[config.mk]
export PLATFORM = sky130hd
export DESIGN_NAME = module_gray_scan_display
export DESIGN_NICKNAME = d
export VERILOG_FILES = /design/src/rtl/module_gray_scan_display.sv
export SDC_FILE = /design/constraint.sdc
export NUM_CORES = 1
export LEC_CHECK = 0
export BUFFER_PORTS_ARGS = -buffer_cell sky130_fd_sc_hd__buf_2
export CAP_MARGIN = 20
export CORE_MARGIN = 3
export CORE_UTILIZATION = 52
export CTS_CLUSTER_DIAMETER = 60
export CTS_CLUSTER_SIZE = 24
export DETAILED_ROUTE_END_ITERATION = 7
export GPL_ROUTABILITY_DRIVEN = 0
export PLACE_DENSITY_LB_ADDON = 0.3
export SLEW_MARGIN = 15
export SYNTH_ARGS = -nofsm -noshare
export SYNTH_HDL_FRONTEND = slang
export SYNTH_SLANG_ARGS = --single-unit
[constraint.sdc]
create_clock -name clk -period 3.25 [get_ports clk]
set_clock_uncertainty 0.15 [all_clocks]
set_input_delay 0.4875 -clock clk [delete_from_list [all_inputs] [get_ports clk]]
set_output_delay 0.4875 -clock clk [all_outputs]
set_load 0.1 [all_outputs]
[src/rtl/module_gray_scan_display.sv]
// -----------------------------------------------------------------------------
// module_gray_scan_display
//
// Accepts a Gray-coded word over a valid/ready handshake and converts it to
// binary one bit per cycle, MSB first. The last completed result is held on
// binary_out and shown as hex across NUM_DIGITS time-multiplexed 7-segment
// digits.
//
// Optional build macro:
//   GRAY_LEADING_ZERO_BLANK_EN  blank digits above the most significant
//                               non-zero nibble (digit 0 always lit).
//
// Ports:
//   clk           in   system clock, rising edge
//   rst           in   synchronous active-high reset
//   gray_valid    in   gray_code is valid
//   gray_code     in   Gray-coded input word [GRAY_WIDTH]
//   gray_ready    out  block can accept a word (combinational)
//   binary_out    out  last completed binary result (registered)
//   binary_valid  out  one-cycle pulse when binary_out updates
//   seg           out  segments {g,f,e,d,c,b,a}, active-low
//   anode         out  digit enables, one-hot active-low [NUM_DIGITS]
// -----------------------------------------------------------------------------
module module_gray_scan_display #(
  parameter int GRAY_WIDTH  = 8,
  parameter int NUM_DIGITS  = 2,
  parameter int REFRESH_DIV = 50000
) (
  input  logic                  clk,
  input  logic                  rst,
  input  logic                  gray_valid,
  input  logic [GRAY_WIDTH-1:0] gray_code,
  output logic                  gray_ready,
  output logic [GRAY_WIDTH-1:0] binary_out,
  output logic                  binary_valid,
  output logic [6:0]            seg,
  output logic [NUM_DIGITS-1:0] anode
);

  localparam int CNT_W  = $clog2(GRAY_WIDTH);
  localparam int SCAN_W = (REFRESH_DIV > 1) ? $clog2(REFRESH_DIV) : 1;
  localparam int DIG_W  = (NUM_DIGITS > 1) ? $clog2(NUM_DIGITS) : 1;
  localparam int PAD_W  = 4 * NUM_DIGITS;

  typedef enum logic [1:0] {
    S_IDLE,
    S_CONV,
    S_DONE
  } state_t;

  state_t                r_state;
  state_t                w_state_next;
  logic [GRAY_WIDTH-1:0] r_gray;
  logic [GRAY_WIDTH-1:0] r_bin;
  logic [CNT_W-1:0]      r_bit_cnt;
  logic [GRAY_WIDTH-1:0] r_binary_out;
  logic                  r_binary_valid;
  logic                  w_accept;
  logic                  w_last;
  logic                  w_bin_bit;

  assign gray_ready   = (r_state == S_IDLE) & ~rst;
  assign w_accept     = gray_valid & gray_ready;
  assign w_last       = (r_state == S_CONV) && (r_bit_cnt == CNT_W'(GRAY_WIDTH - 1));
  // r_bin[0] is the previously produced binary bit b[i+1]; it is cleared on
  // accept so the first step yields b[MSB] = g[MSB].
  assign w_bin_bit    = r_bin[0] ^ r_gray[GRAY_WIDTH-1];
  assign binary_out   = r_binary_out;
  assign binary_valid = r_binary_valid;

  // NOTE: state and data registers use non-blocking assignments so every
  // flop samples pre-edge values, regardless of block ordering.
  always_ff @(posedge clk) begin
    if (rst) r_state <= S_IDLE;
    else     r_state <= w_state_next;
  end

  // NOTE: the next-state value is defaulted first so no path leaves it
  // unassigned, which would otherwise infer a latch.
  always_comb begin
    w_state_next = r_state;
    unique case (r_state)
      S_IDLE:  if (w_accept) w_state_next = S_CONV;
      S_CONV:  if (w_last)   w_state_next = S_DONE;
      S_DONE:  w_state_next = S_IDLE;
      default: w_state_next = S_IDLE;
    endcase
  end

  // Conversion datapath: shift the Gray word out MSB first and shift the
  // binary result in LSB side; the final edge loads binary_out directly.
  // NOTE: the working shift registers are reset along with everything else;
  // they are small flop vectors, not a memory, so reset costs nothing extra.
  always_ff @(posedge clk) begin
    if (rst) begin
      r_gray         <= '0;
      r_bin          <= '0;
      r_bit_cnt      <= '0;
      r_binary_out   <= '0;
      r_binary_valid <= 1'b0;
    end else begin
      r_binary_valid <= w_last;
      if (w_accept) begin
        r_gray    <= gray_code;
        r_bin     <= '0;
        r_bit_cnt <= '0;
      end else if (r_state == S_CONV) begin
        r_gray    <= r_gray << 1;
        r_bin     <= {r_bin[GRAY_WIDTH-2:0], w_bin_bit};
        r_bit_cnt <= r_bit_cnt + 1'b1;
        if (w_last) r_binary_out <= {r_bin[GRAY_WIDTH-2:0], w_bin_bit};
      end
    end
  end

  // ---------------------------------------------------------------------------
  // Display scan
  // ---------------------------------------------------------------------------
  function automatic logic [6:0] hex_glyph(input logic [3:0] nib);
    logic [6:0] g;
    unique case (nib)
      4'h0: g = 7'b1000000;
      4'h1: g = 7'b1111001;
      4'h2: g = 7'b0100100;
      4'h3: g = 7'b0110000;
      4'h4: g = 7'b0011001;
      4'h5: g = 7'b0010010;
      4'h6: g = 7'b0000010;
      4'h7: g = 7'b1111000;
      4'h8: g = 7'b0000000;
      4'h9: g = 7'b0010000;
      4'hA: g = 7'b0001000;
      4'hB: g = 7'b0000011;
      4'hC: g = 7'b1000110;
      4'hD: g = 7'b0100001;
      4'hE: g = 7'b0000110;
      default: g = 7'b0001110;
    endcase
    return g;
  endfunction

  logic [SCAN_W-1:0]     r_scan_cnt;
  logic [DIG_W-1:0]      r_digit;
  logic [6:0]            r_seg;
  logic [NUM_DIGITS-1:0] r_anode;
  logic [DIG_W-1:0]      w_digit_next;
  logic [PAD_W-1:0]      w_padded;
  logic [3:0]            w_nibble;
  logic [6:0]            w_seg_next;
  logic [NUM_DIGITS-1:0] w_anode_next;
  logic                  w_scan_wrap;

  assign w_scan_wrap = (r_scan_cnt == SCAN_W'(REFRESH_DIV - 1));

  // seg/anode are computed from the digit index the scan is moving to, so
  // both registers switch on the same edge as the index itself.
  always_comb begin
    w_digit_next = r_digit;
    if (w_scan_wrap) begin
      if (r_digit == DIG_W'(NUM_DIGITS - 1)) w_digit_next = '0;
      else                                   w_digit_next = r_digit + 1'b1;
    end

    w_padded                 = '0;
    w_padded[GRAY_WIDTH-1:0] = r_binary_out;
    w_nibble                 = w_padded[{w_digit_next, 2'b00} +: 4];
    w_seg_next               = hex_glyph(w_nibble);
`ifdef GRAY_LEADING_ZERO_BLANK_EN
    // Everything from this digit upward is zero: it is a leading zero.
    if ((w_digit_next != '0) && ((w_padded >> {w_digit_next, 2'b00}) == '0))
      w_seg_next = 7'b1111111;
`endif

    w_anode_next               = '1;
    w_anode_next[w_digit_next] = 1'b0;
  end

  always_ff @(posedge clk) begin
    if (rst) begin
      r_scan_cnt <= '0;
      r_digit    <= '0;
      r_seg      <= 7'b1000000;
      r_anode    <= {{(NUM_DIGITS-1){1'b1}}, 1'b0};
    end else begin
      r_scan_cnt <= w_scan_wrap ? '0 : r_scan_cnt + 1'b1;
      r_digit    <= w_digit_next;
      r_seg      <= w_seg_next;
      r_anode    <= w_anode_next;
    end
  end

  assign seg   = r_seg;
  assign anode = r_anode;

endmodule
Yosys cells after proc, flatten, opt, wreduce, memory -nomap -nowiden
Memories as Yosys holds them, arrays and structs flattened. A register that Yosys moved wholly into a read port is not among the register bits.
Index checks and enable logic that the tools add are counted.
{ "word_totals": {"regBits": 48, "mem_bits_ro": 112, "inputBits": 11, "output_inout_bits": 19, "elab_cells": 44, "mem_count": 1} }
{ "mem_list": {"columns": ["name", "depth", "width", "rd", "rd_clocked_by_memory_dff", "write_ports", "line_no", "text"], "rows": [
  ["(name not given)", 16, 7, 1, 1, 0, "121", "unique case (nib)"]
]} }
{ "op_classes": {"n_addsub": 3, "n_lt_le_gt_ge": 2, "eq_ne": 5, "shifts": 1, "mux": 9, "bitwise_logic": 6, "reduce_logical": 8} }
{ "ops": {"columns": ["cell", "count"], "rows": [
  ["$add 16x1->16 const B", 1],
  ["$eq 16x16->1 const B", 1],
  ["$mux 8", 2],
  ["$shiftx 8x4->4", 1],
  ["$mux 2", 2],
  ["$ne 2x2->1 const B", 2],
  ["$pmux 2 s2", 1],
  ["$reduce_or 2->1", 2],
  ["$add 3x1->3 const B", 1],
  ["$eq 3x3->1 const B", 1],
  ["$mux 1", 3],
  ["$reduce_and 3->1", 1],
  ["$and 1x1->1", 2],
  ["$eq 2x1->1 const B", 1],
  ["$logic_and 1x1->1", 2],
  ["$logic_not 2->1", 1],
  ["$lt 1x2->1 const B", 1],
  ["$not 1->1", 2],
  ["$not 2->2", 1],
  ["$reduce_and 2->1", 1],
  ["$reduce_bool 2->1", 1],
  ["$add 1x1->1 const B", 1],
  ["$demux 1 s1", 1],
  ["$ge 1x1->1 const B", 1],
  ["$xor 1x1->1", 1]
]} }

Depth between registers and ports, before layout
Gate-level depths: netlist of the first run.
{ "depth": {"word_depth": 8, "depth_mapped": 13, "mapped_depth_nobuf": 12} }

Worst setup path after synthesis of the first run
Ideal clock, no wire load.
{ "synth_timing": {"kind": "in2reg", "startpoint": "in rst", "endpoint": "reg r_bin[0]", "setup_time_ns": 0.124, "arrival_ns": 3.744, "required_ns": 2.976, "setup_slack_ns": -0.768, "stages": 5, "path_buffers": 1, "cell_sequence": "nor3_1 > nand2_1 > clkbuf_1 > nand2_1 > nor2_1"} }
{ "synth_between": {"elab_chain_len": 4} }
{ "synth_rtl": {"columns": ["element", "line_no", "text"], "rows": [
  ["start, declared", "30", "input logic rst,"],
  ["$not 1->1", "62", "assign gray_ready = (r_state == S_IDLE) & ~rst;"],
  ["$and 1x1->1", "62", null],
  ["$and 1x1->1", "63", "assign w_accept = gray_valid & gray_ready;"],
  ["$reduce_or 2->1 (no source line) *", null, null],
  ["end signal, assigned", "109", "r_bin <= {r_bin[GRAY_WIDTH-2:0], w_bin_bit};"],
  ["end, declared", "54", "logic [GRAY_WIDTH-1:0] r_bin;"]
]} }
Mark *: on every way between the ends. The rest lies on a longest branch, timed or not.
A chain may end at the register's enable or synchronous reset.

Worst setup path after layout of the first run
{ "layout_timing": {"startpoint": "reg r_scan_cnt[11]", "endpoint": "reg r_seg[4] (netlist: seg[4])"} }
{ "layout_between": {"elab_chain_len": 3} }
{ "layout_rtl": {"columns": ["element", "line_no", "text"], "rows": [
  ["start, declared", "142", "logic [SCAN_W-1:0] r_scan_cnt;"],
  ["start signal, assigned", "185", "r_scan_cnt <= w_scan_wrap ? '0 : r_scan_cnt + 1'b1;"],
  ["$eq 16x16->1", "153", "assign w_scan_wrap = (r_scan_cnt == SCAN_W'(REFRESH_DIV - 1));"],
  ["$mux 1", "159", "if (w_scan_wrap) begin"],
  ["$shiftx 8x4->4", "166", "w_nibble = w_padded[{w_digit_next, 2'b00} +: 4];"],
  ["end, declared", "144", "logic [6:0] r_seg;"]
]} }
No other way between the ends.

==> results of run 1 <==
## layout by cell type, fill, tap and decap left out, drive strengths merged, types with 2 or more instances in the layout
cell type | netlist | layout
nor2 | 37 | 37
nand3 | 11 | 11
nand2 | 65 | 65
or4 | 2 | 2
and3 | 8 | 8
ha | 9 | 9
dfxtp | 54 | 54
a21oi | 24 | 24
nor3 | 2 | 2
a311oi | 9 | 9
mux2i | 4 | 4
nor2b | 2 | 2
xor2 | 7 | 7
o31ai | 2 | 2
inv | 5 | 5
nor3b | 2 | 2
or4bb | 2 | 2
clkinvlp | 0 | 2
a31oi | 2 | 2
clkbuf | 10 | 5
buf | 6 | 32
nor4 | 2 | 2
xnor2 | 11 | 11
or2 | 2 | 2
o21ai | 2 | 2
nand2b | 6 | 6
a211oi | 2 | 2
## cell families after synthesis
logic type | count (synthesis)
simple gates | 146
flops | 54
compound gates | 46
buf+inv | 21
xor+xnor | 18
fa+ha+maj | 9
mux | 4
## flip-flops by register name (all words and copies together), names as in the netlist
register      flops
seg               7
r_gray            8
r_bit_cnt         3
r_scan_cnt       16
binary_out        8
r_bin             7
anode             2
r_state           2
binary_valid      1
## synth_stat cells, types with 2 or more instances
library cell | number | area (µm²)
nand2_1 | 65 | 244
dfxtp_1 | 54 | 1080
nor2_1 | 37 | 139
a21oi_1 | 21 | 105
nand3_1 | 11 | 55.1
xnor2_1 | 11 | 96.3
clkbuf_1 | 10 | 37.5
a311oi_1 | 9 | 78.8
ha_1 | 9 | 113
and3_1 | 8 | 50.1
xor2_1 | 7 | 61.3
nand2b_1 | 6 | 37.5
inv_1 | 5 | 18.8
mux2i_1 | 4 | 40.0
a21oi_2 | 3 | 26.3
a211oi_1 | 2 | 15.0
a31oi_1 | 2 | 12.5
buf_1 | 2 | 7.51
buf_2 | 2 | 10.0
nor2b_1 | 2 | 12.5
nor3_1 | 2 | 10.0
nor3b_1 | 2 | 15.0
o21ai_0 | 2 | 10.0
o31ai_1 | 2 | 15.0
or4bb_1 | 2 | 22.5
## metrics by stage
| step | TNS [ps] | util [%] | setup WS, ps | cells | total power, W |
|---|---|---|---|---|---|
| floorplan | 0 | - | 199 | 298 | 0.000743 |
| global placement | 0 | 58.9 | 234 | 366 | 0.000759 |
| detailed placement | 0 | 58.9 | 109 | 366 | 0.000761 |
| CTS | 0 | 61.5 | 92.4 | 374 | 0.00120 |
| global route | -16.2 | 61.7 | -16.2 | 374 | 0.00123 |
| finish | 0 | 61.7 | 146 | 374 | 0.00119 |
## worst min-delay path by stage
| stage | slack [ps] | start | endpoint |
|---|---|---|---|
| floorplan | 260 | r_scan_cnt[0] | r_scan_cnt[0] |
| global placement | 270 | r_scan_cnt[0] | r_scan_cnt[0] |
| detailed placement | 280 | r_scan_cnt[0] | r_scan_cnt[0] |
| CTS | 280 | gray_valid | r_gray[0] |
| global route | 300 | gray_code[4] | r_gray[4] |
| finish | 290 | gray_valid | r_gray[0] |
## worst max-delay path, delay by kind of cell (launching register included)
kind            cells  cell delay (ps)
flops               1              360
fa+ha+maj           1              210
simple gates        3             1490
buf+inv             1              140
xor+xnor            1              200
mux                 1              390
compound gates      1               90
## area by class of cell
cell class	instances	share of cell area, %
sequential	54	39.1
inverter	5	0.680
timing repair buffer	32	6.07
clock buffer	5	2.49
clock inverter	3	1.63
multi-input combinational	223	47.6
tap	52	2.36
## what timing repair did
item | 4_1_cts | 5_1_grt
gates resized for setup | 0 | 2
buffers inserted | 0 | 0
setup endpoints to repair | 0 | 3
## power by group
part           internal, W  switching (W)  leakage, nW
Clock             0.000229       0.000220       0.0504
Sequential        0.000674     0.00000845        0.437
Combinational    0.0000196      0.0000431        0.580
Total             0.000923       0.000272         1.07
## metal layers
layer,track usage [%],up-vias,routed length [µm]
met5,0,-,0
met4,6.72,0,70
met3,4.01,6,191
met2,31.3,50,2280
met1,25.5,966,2490
li1,-,1052,-
==> results.json, run 1 <==
{
  "max-slew-margin-rel_pct": 58.3,
  "multiInputGateArea_mm2": 0.00132,
  "crit_type": "reg -> reg",
  "wl_mm": 5.03,
  "synthSimpleGateAreaFrac_pct": 27.7,
  "core_area_mm2": 0.00447,
  "grt_usage_pct": 19.3,
  "cap_violations": 0,
  "synth_fp_nets": 318,
  "rr_startpoint": "r_scan_cnt[11]",
  "yosysWarnings": 0,
  "synthFlopType": "dfxtp_1",
  "clk_pin_slew_ps": 100,
  "period_needed_ps": 3100,
  "core.rowCount": 24,
  "layout-drive-gt1-share_pct": 15.2,
  "hold_ws_ps": 287,
  "final-setup-viol-count": 0,
  "cts_made_buffers": 5,
  "die_w_um": 75.0,
  "antenna_found_initial": 0,
  "drt_pre_antenna_iters": 4,
  "synth_compound_area_share_pct": 12.2,
  "ctsRootBufferMaster": "clkbuf_8",
  "vdd_drop_max_mv": 0.317,
  "cp_max_fo": 5,
  "crit_arrival_ps": 3170,
  "p_per_area_mw_per_mm2": 433,
  "synth_cell_types": 43,
  "tightest_slew_ps": 625,
  "holdPathStages": 3,
  "startpoint": "r_scan_cnt[11]",
  "die_area_mm2": 0.00562,
  "cp-start-kind": "flip-flop",
  "fmax_mhz": 322,
  "avgSynthCellArea_um2": 8.30,
  "ant_nets": 0,
  "grt_start_max_net_pins": 31,
  "n_antenna_cell": 0,
  "muxShareOfSynthArea_pct": 1.62,
  "die_y_um": 75.0,
  "n_fill_cell": 391,
  "crit_path_max_incr_delay_ps": 560,
  "path_cells": "or4b_4, nor4_4, xnor2_2, mux2i_2, inv_1, ha_1, or4_1, o31ai_1",
  "finalCritPeriodShare_pct": 95.5,
  "reg2reg_depth": 8,
  "start_util_pct": 55.3,
  "hold_viol": 0,
  "cts_sinks": 54,
  "hpwl_mm": 3.50,
  "grt_pass1_vias": 1924,
  "synth_fa_ha_area_share_pct": 4.55,
  "max-clock-path-buffers": 2,
  "syn_to_final_growth_pct": 11.7,
  "yosysSeqAreaShare_pct": 43.7,
  "syn-cell-area_mm2": 0.00247,
  "crit_end": "seg[4]",
  "p_leak_nw": 1.07,
  "place_area_mm2": 0.00264,
  "final_cell_area_mm2": 0.00276,
  "reg2reg_to": "seg[4]",
  "vias": 2074,
  "clk-insertion-delay-late_ps": 310,
  "synth_xor_area_share_pct": 6.38,
  "fin_nets": 341,
  "io-pin-count": 30,
  "maxSlewViolCount": 0,
  "synth_top_family_by_area": "simple AND/OR/NAND/NOR gates",
  "grt_pass1_wl_mm": 8.49,
  "drt_iter0_drc": 109,
  "slowest_stage": "or4b_4",
  "drc": 0,
  "synth_edf_count": 0,
  "syn_inst": 298,
  "synth-async-reset-ratio_pct": 0,
  "hold_buffers": 0,
  "seqCellArea_mm2": 0.00108,
  "portBuffers": 29,
  "yosys_register_bits": 54,
  "worstSetupEndpointType": "flip-flop",
  "crit_required_ps": 3320,
  "avgViaCountPerCell": 5.55,
  "r2r_setup_slack_ps": 150,
  "grt_overflow": 0,
  "outcome": "completed",
  "avgRoutedWirePerCell_um": 13.5,
  "hp-class": "in -> reg",
  "cts_max_level": 2,
  "cts_tree": "built"
}
Note: power is estimated with default switching activity, not from simulation.
==> run 2: changes to the inputs <==
- CELL_PAD_IN_SITES_DETAIL_PLACEMENT: unset -> 0
- CELL_PAD_IN_SITES_GLOBAL_PLACEMENT: unset -> 1
- CORE_UTILIZATION: 52 -> 39
==> run 2 against run 1 <==
Register-to-register slack better by 90 ps; worst hold slack better by 0.63 ps; global-route usage fell by 5.2 points; highest routed layer unchanged; routed wire length up 0.97%; sequential cell count unchanged; count of clock-buffer cells in the layout is the same; clock power grew 17%; final cell count rose by 6.7%; maximum frequency increased by 2.9%.
==> results.json, run 2 (synthesis results as in run 1) <==
{
  "outcome": "completed",
  "p_per_area_mw_per_mm2": 450,
  "cts_tree": "built",
  "die_area_mm2": 0.00733,
  "place_inst": 391,
  "crit_arrival_ps": 3100,
  "worstSetupEndpointType": "flip-flop",
  "ant_nets": 0,
  "drt_pre_antenna_iters": 4,
  "max-clock-path-buffers": 2,
  "crit_type": "reg -> reg",
  "avgRoutedWirePerCell_um": 12.7,
  "clk_pin_slew_ps": 100,
  "setup_tns_ps": 0,
  "finalCritPeriodShare_pct": 92.8,
  "max-slew-margin-rel_pct": 58.7,
  "io-pin-count": 30,
  "hold_buffers": 0,
  "avgViaCountPerCell": 5.03,
  "crit_family": "simple AND/OR/NAND/NOR gates",
  "p_leak_nw": 1.10,
  "crit_required_ps": 3330,
  "hold_viol": 0,
  "top_register": "r_scan_cnt",
  "fmax_mhz": 332,
  "cts_made_buffers": 5,
  "core_area_mm2": 0.00603,
  "path_cells": "or4b_4, nor4_4, xnor2_2, mux2i_2, inv_1, ha_1, or4_1, o31ai_1",
  "worst-path-buf-inv": 1,
  "period_needed_ps": 3020,
  "largest_reg_flops": 16,
  "die_w_um": 85.6,
  "post_cts_resized": 0,
  "vdd_drop_max_mv": 0.265,
  "grt_start_max_net_pins": 30,
  "hpwl_mm": 3.58,
  "start_util_pct": 41.0,
  "cap_violations": 0,
  "cp_num_cells": 8,
  "grt_overflow": 0,
  "instances_no_fill": 399,
  "crit_path_max_incr_delay_ps": 580,
  "grt_pass1_vias": 1770,
  "die_y_um": 85.6,
  "layout-drive-gt1-share_pct": 15.7,
  "n_antenna_cell": 0,
  "cp_max_fo": 4,
  "final-setup-viol-count": 0,
  "vias": 2006,
  "wl_mm": 5.08,
  "tightest_slew_ps": 620,
  "drc": 0,
  "grt_pass1_wl_mm": 8.36,
  "reg2reg_depth": 8,
  "cts_sinks": 54,
  "cts_max_level": 2,
  "maxSlewViolCount": 0,
  "ctsRootBufferMaster": "clkbuf_8",
  "fin_nets": 343,
  "grt_setup_unrepaired": "no",
  "slowest_stage": "or4b_4",
  "portBuffers": 29,
  "postCtsSetupBuffers": 0,
  "drt_iter0_drc": 89,
  "core.rowCount": 28,
  "clk-insertion-delay-late_ps": 310,
  "final_cell_mix": "nand2_1 (65), dfxtp_1 (54), nor2_1 (37)",
  "antenna_found_initial": 0,
  "cp-start-kind": "flip-flop",
  "syn_to_final_growth_pct": 14.4,
  "final_common_cell": "nand2_1",
  "grt_usage_pct": 14.1,
  "holdPathStages": 3,
  "hp-class": "in -> reg"
}
## run 2: where the power goes
part | internal [W] | switching (W)
clock | 0.000308 | 0.000219
sequential | 0.000674 | 0.00000827
combinational | 0.0000203 | 0.0000438
total | 0.00100 | 0.000271
## run 2: per-layer routing
metal / share of wire [%] / GRT usage (%) / wire length, µm
met1: 52 / 19.9 / 2650
met2: 42 / 21.3 / 2160
met4: 0.91 / 4.32 / 46
met3: 4.4 / 3.55 / 224
met5: 0 / 0 / 0
## run 2: path summary, 6_finish.rpt
check,startpoint,end,slack (ps)
max reg2reg,r_scan_cnt[7],seg[4],230
min reg2reg,r_scan_cnt[0],r_scan_cnt[0],300
min,gray_valid,r_gray[0],290
max,r_scan_cnt[7],seg[4],230
## run 2: per-stage QoR
| step | setup slack [ps] | util [%] | area, µm² | hold slack (ps) | power [W] |
|---|---|---|---|---|---|
| finish | 234 | 46.9 | 2830 | 288 | 0.00127 |
| global route | 56.6 | 46.9 | 2830 | 291 | 0.00133 |
| CTS | 116 | 46.8 | 2820 | 278 | 0.00129 |
| detailed placement | 136 | 44.5 | 2680 | 282 | 0.000763 |
| global placement | 190 | 44.5 | 2680 | 279 | 0.000763 |
| floorplan | 199 | - | 2480 | 263 | 0.000743 |
## run 2: layout make-up
class / count / area (µm²)
clock buffer: 5 / 68.8
sequential: 54 / 1080
inverter: 5 / 18.8
timing repair buffer: 34 / 183
clock inverter: 3 / 68.8
fill: 574 / 3200
multi-input combinational: 223 / 1320
tap: 75 / 93.8
## run 2: worst reg2reg max path, cell delays in order, from the launching register on
cell     delay (ps)
dfxtp_1         350
or4b_4          580
nor4_4          400
xnor2_2         210
mux2i_2         350
inv_1           120
ha_1            200
or4_1           510
o31ai_1          80
